$ cat src/rtl/pcileech_com_rx_pack_if.sv
// rtl/pcileech_com_rx_pack_if.sv - word/command handshake bundle for the COM receive packer
interface pcileech_com_rx_pack_if;
    logic [31:0] din;
    logic        din_valid;
    logic        din_ready;
    logic [63:0] dout;
    logic        dout_valid;
    logic        dout_ready;

    modport master (
        output din, din_valid, dout_ready,
        input  din_ready, dout, dout_valid
    );

    modport slave (
        input  din, din_valid, dout_ready,
        output din_ready, dout, dout_valid
    );
endinterface

$ cat src/rtl/pcileech_com_rx_pack.sv
// rtl/pcileech_com_rx_pack.sv - drops host filler words and pairs 32-bit words into 64-bit commands
module pcileech_com_rx_pack #(
    parameter logic [31:0] PARAM_FILLER  = 32'h66665555,
    parameter int          PARAM_TIMEOUT = 1024
) (
    input  logic                         clk,
    input  logic                         rst,
    pcileech_com_rx_pack_if.slave        bus,
    output logic [15:0]                  stat_filler,
    output logic [15:0]                  stat_timeout,
    output logic                         half_pending
);
    localparam int             CW      = $clog2(PARAM_TIMEOUT);
    localparam logic [CW-1:0]  TO_LAST = CW'(PARAM_TIMEOUT - 1);

    typedef enum logic {
        S_EMPTY,
        S_HALF
    } state_t;

    state_t         state_q;
    state_t         state_d;
    logic [31:0]    lo_reg;
    logic [CW-1:0]  to_cnt;
    logic [63:0]    dout_q;
    logic           dout_valid_q;

    logic accept;
    logic is_filler;
    logic take_word;
    logic pair_done;
    logic timeout_hit;

    assign bus.din_ready  = ~dout_valid_q | bus.dout_ready;
    assign bus.dout       = dout_q;
    assign bus.dout_valid = dout_valid_q;
    assign half_pending   = (state_q == S_HALF);

    assign accept      = bus.din_valid & bus.din_ready;
    assign is_filler   = (bus.din == PARAM_FILLER);
    assign take_word   = accept & ~is_filler;
    assign pair_done   = take_word & (state_q == S_HALF);
    // A partner word arriving on the timeout cycle takes priority over the discard.
    assign timeout_hit = (state_q == S_HALF) & ~take_word & (to_cnt == TO_LAST);

    always_ff @(posedge clk) begin
        if (rst) begin
            state_q <= S_EMPTY;
        end else begin
            state_q <= state_d;
        end
    end

    always_comb begin
        state_d = state_q;
        case (state_q)
            S_EMPTY: if (take_word) state_d = S_HALF;
            S_HALF:  if (take_word || timeout_hit) state_d = S_EMPTY;
            default: state_d = S_EMPTY;
        endcase
    end

    always_ff @(posedge clk) begin
        if (rst) begin
            lo_reg       <= '0;
            to_cnt       <= '0;
            dout_q       <= '0;
            dout_valid_q <= 1'b0;
            stat_filler  <= '0;
            stat_timeout <= '0;
        end else begin
            if (take_word && state_q == S_EMPTY) begin
                lo_reg <= bus.din;
                to_cnt <= '0;
            end else if (state_q == S_HALF && !take_word) begin
                to_cnt <= timeout_hit ? '0 : to_cnt + 1'b1;
            end

            if (pair_done) begin
                dout_q       <= {bus.din, lo_reg};
                dout_valid_q <= 1'b1;
            end else if (bus.dout_ready) begin
                dout_valid_q <= 1'b0;
            end

            if (accept && is_filler && stat_filler != 16'hFFFF) begin
                stat_filler <= stat_filler + 16'd1;
            end
            if (timeout_hit && stat_timeout != 16'hFFFF) begin
                stat_timeout <= stat_timeout + 16'd1;
            end
        end
    end
endmodule
$ cat src/flat_wrapper.sv
// flat-port wrapper written by rule: the top's interface ports become plain ports
module pcileech_com_rx_pack_flat 
#(
    parameter logic [31:0] PARAM_FILLER  = 32'h66665555,
    parameter int          PARAM_TIMEOUT = 1024
)
  (clk, rst, stat_filler, stat_timeout, half_pending, bus_din, bus_din_valid, bus_dout_ready, bus_din_ready, bus_dout, bus_dout_valid);
  pcileech_com_rx_pack_if bus_i ();
  input  logic clk;
  input  logic rst;
  output logic [15:0] stat_filler;
  output logic [15:0] stat_timeout;
  output logic half_pending;
  input wire logic [$bits(bus_i.din)-1:0] bus_din;
  input wire logic [$bits(bus_i.din_valid)-1:0] bus_din_valid;
  input wire logic [$bits(bus_i.dout_ready)-1:0] bus_dout_ready;
  output wire logic [$bits(bus_i.din_ready)-1:0] bus_din_ready;
  output wire logic [$bits(bus_i.dout)-1:0] bus_dout;
  output wire logic [$bits(bus_i.dout_valid)-1:0] bus_dout_valid;
  assign bus_i.din = bus_din;
  assign bus_i.din_valid = bus_din_valid;
  assign bus_i.dout_ready = bus_dout_ready;
  assign bus_din_ready = bus_i.din_ready;
  assign bus_dout = bus_i.dout;
  assign bus_dout_valid = bus_i.dout_valid;
  pcileech_com_rx_pack #(.PARAM_FILLER(PARAM_FILLER), .PARAM_TIMEOUT(PARAM_TIMEOUT)) u_core (.clk(clk), .rst(rst), .bus(bus_i), .stat_filler(stat_filler), .stat_timeout(stat_timeout), .half_pending(half_pending));
endmodule
$ cat config.mk
export PLATFORM = sky130hd
export DESIGN_NAME = pcileech_com_rx_pack_flat
export DESIGN_NICKNAME = d
export VERILOG_FILES = /design/src/rtl/pcileech_com_rx_pack_if.sv /design/src/rtl/pcileech_com_rx_pack.sv /design/src/flat_wrapper.sv
export SDC_FILE = /design/constraint.sdc
export NUM_CORES = 1
export LEC_CHECK = 0
export ABC_AREA = 1
export CAP_MARGIN = 25
export CORE_ASPECT_RATIO = 0.9
export CORE_MARGIN = 2
export CORE_UTILIZATION = 39
export DETAILED_ROUTE_END_ITERATION = 7
export PLACE_DENSITY_LB_ADDON = 0.2
export RECOVER_POWER = 100
export SLEW_MARGIN = 20
export SYNTH_ARGS = -nofsm -noshare
export SYNTH_HDL_FRONTEND = slang
export SYNTH_SLANG_ARGS = --single-unit
export TNS_END_PERCENT = 20
$ cat constraint.sdc
create_clock -name clk -period 2.2 [get_ports clk]
set_input_delay 0.22 -clock clk [delete_from_list [all_inputs] [get_ports clk]]
set_output_delay 0.22 -clock clk [all_outputs]
set_load 0.05 [all_outputs]
==> out/metrics.csv <==
metric,value,unit
CTS Root Cell,clkbuf_16,
Register Area,2800,um2
Max Cap Violations,0,
grt total ovfl,0,
largest net degree at the start of global routing,56,
clock sinks,140,
Leak,3.56,nW
max reg flops,64,
Synth Area in Compound Gates,19.5,%
core footprint,15400,um2
Port Buffer Count,134,
multi-input logic area,2500,um2
setup TNS,0,ps
critical path startpoint,u_core.half_pending,
simple-gate area share of the yosys netlist,19.0,%
DP HPWL,10700,um
Synth Instances,863,
post_cts resized,0,
CP peak stage delay,880,ps
H-Tree Depth,4,
P per Cell Area,784,nW/um2
Yosys warning total,0,
total iterations of the first detailed-routing run,4,
final core utilization,55.4,%
area grow syn2layout,38.9,%
largest family of logic cells by synthesized area,compound AO/OA/AOI/OAI gates,
top-level I/O count,135,
iteration-0 DRC count of the detailed router,284,
Netlist cell types,33,
number of global-route vias before repair,5024,
most frequent cell after synthesis,inv_1,
worst reg2reg startpoint,u_core.stat_filler[0],
top_reg_cell synth,dfxtp_1,
Vias,5660,
routed length per instance,12.2,um
worst r2r dst,u_core.stat_filler[11],
# diodes,0,
critical-path cell list,clkdlybuf4s50_1,
CP max-delay cell,clkdlybuf4s50_1,
routability congestion estimate,0.840,
setup repair bufs after CTS,0,
number of enable flip-flop cells after synthesis,0,
Worst Skew,7.49,ps
GRT Max-Usage Layer,met2,
actual slew at the worst max-slew pin,590,ps
post-synthesis mux area share,0,%
Hold Slack,439,ps
final hold vios,0,
CP required,1980,ps
Hold Startpoint,u_core.bus.dout[29],
Die ar.,16800,um2
Tot GR Track Use,18.3,%
vias per cell,4.61,
Period minus WS final,2080,ps
total power,6.69,mW
most frequent cells after synthesis,"inv_1 (161), dfxtp_1 (140), a21oi_1 (117)",
Setup CP Type,register to output pin,
layout cells sized above 1,8.57,%
"Arr. time, crit path",1860,ps
worst setup path end,half_pending,
R2R setup slack,270,ps
initial antenna violation count,0,
status,completed,
worst reg-to-reg path cell count,10,
"Net Count, Synth",902,
type of the worst min-delay path,register to register,
final setup fails,0,
post-synth top area share,45.6,%
Worst Setup Slack post-DPL,-82.9,ps
cell area after synthesis,6140,um2
crit path max fanout,7,
Hold Buf Count CTS,0,
fin crit share,94.5,%
first-pass GRT wire length,24300,um
CTS Buffer Depth,2,
row cnt,43,
cell taking the most area after synthesis,dfxtp_1,
max_slew headroom,60.6,%
Post-DP Area,7920,um2
"FFs w/ async S/R, synth",0,%
M1 GR Usage,25.6,%
DRC viols,0,
crit path launch type,register,
VDD IR max,0.644,mV
Post-Synth XOR/XNOR Area,1.71,%
die width,136,um
dpl cells,1197,
"Reg clk slew, reported paths",60,ps
"top cells by area, synth","dfxtp_1 (46%), inv_1 (9.8%), a21oi_1 (9.5%), o21ai_0 (9.1%), nand2_1 (7.0%)",
RSZ-0062 raised after global routing,false,
met3 Usage GRT,5.95,%
Antenna Violating Nets Remaining,0,
adder-cell share of the synthesized area,0.611,%
Filler cells,1502,
"Buf+Inv Stages, Crit Path",1,
Crit. path cell count,1,
f_max,0.481,GHz
initial core utilization,39.9,%
Yosys reg bits,140,
total CTS buffers,17,
Post-Syn Area per Cell,7.12,um2
M2 GR Usage,27.2,%
post-route cell area,8530,um2
sequential area share after synthesis,45.6,%
crit end category,output pin,
final worst setup slack,120,ps
fin. max-slew vios,0,
clk_lat worst skew,420,ps
"Cell Count, Final, Fillers Out",1229,
Final nets,1053,
CTS tree,yes,
Die Ht,123,um
CP top delay family,buffers and inverters,
Post-Route WL,15000,um
area by class of cell:
class | instances | share of cell area, %
Sequential cell | 140 | 32.9
Multi-Input combinational cell | 518 | 29.3
Timing Repair Buffer | 174 | 20.2
Inverter | 163 | 7.17
Clock buffer | 18 | 5.15
Tap cell | 202 | 2.96
Clock inverter | 14 | 2.41
power breakdown:
group | total [mW] | switching [mW] | internal (mW)
combinational | 0.828 | 0.534 | 0.293
clock | 3.13 | 1.18 | 1.95
sequential | 2.73 | 0.0661 | 2.66
tightest hold or removal path: cells and delay by family, from the launching register on:
| kind | cells | cell delay [ps] |
|---|---|---|
| flip-flops | 1 | 300 |
| buffers and inverters | 1 | 50 |
| AO/OA/AOI/OAI | 1 | 50 |
kinds of logic (layout without fill, tap and decap cells):
logic type / Yosys count / after routing
xor gates and xnor gates: 12 / 12
adders and majority gates: 3 / 3
and+or+nand+nor: 268 / 268
AOI/OAI and AO/OA: 235 / 235
buffers and inverters: 205 / 369
DFF: 140 / 140
worst min-delay path by stage:
stage	cells past startpoint	endpoint
CTS	2	u_core.lo_reg[18]
global route	2	u_core.bus.dout[17]
finish	2	u_core.bus.dout[29]
floorplan	1	u_core.bus.dout_valid
global placement	2	u_core.lo_reg[16]
detailed placement	2	u_core.lo_reg[18]
cell usage in the layout (no fill, tap or decap), types with 2 or more instances in the layout:
master           netlist  routed
clkbuf_16              0      17
clkinv_4               0       2
o21ai_0              112     113
inv_2                  2       3
nand3b_1               4       4
or2_2                  3       3
dlygate4sd3_1          0      98
nand2_1              115     116
a21oi_2                3       3
inv_1                161     160
buf_4                  4      32
clkbuf_1              15       2
dfxtp_1              140     140
ha_1                   3       3
nand4_1               18      18
nor3_1                10      11
buf_12                 0       7
bufinv_16              0       4
a21oi_1              117     117
xnor2_1                3       3
inv_6                  0       5
xor2_1                 9       9
clkdlybuf4s50_1        0      35
nand3_1               25      25
nor2_1                81      81
nor2_2                 2       2
nand2_2                3       2
per-layer routing:
metal  vias up  part of all wire [%]  wire length [um]
met3        18                   5.3               805
met1      2485                    51              7720
met5         -                     0                 0
met2       117                    42              6370
met4         0                   1.0               153
li1       3040                     -                 -
Power figures use the tool's default switching activity.
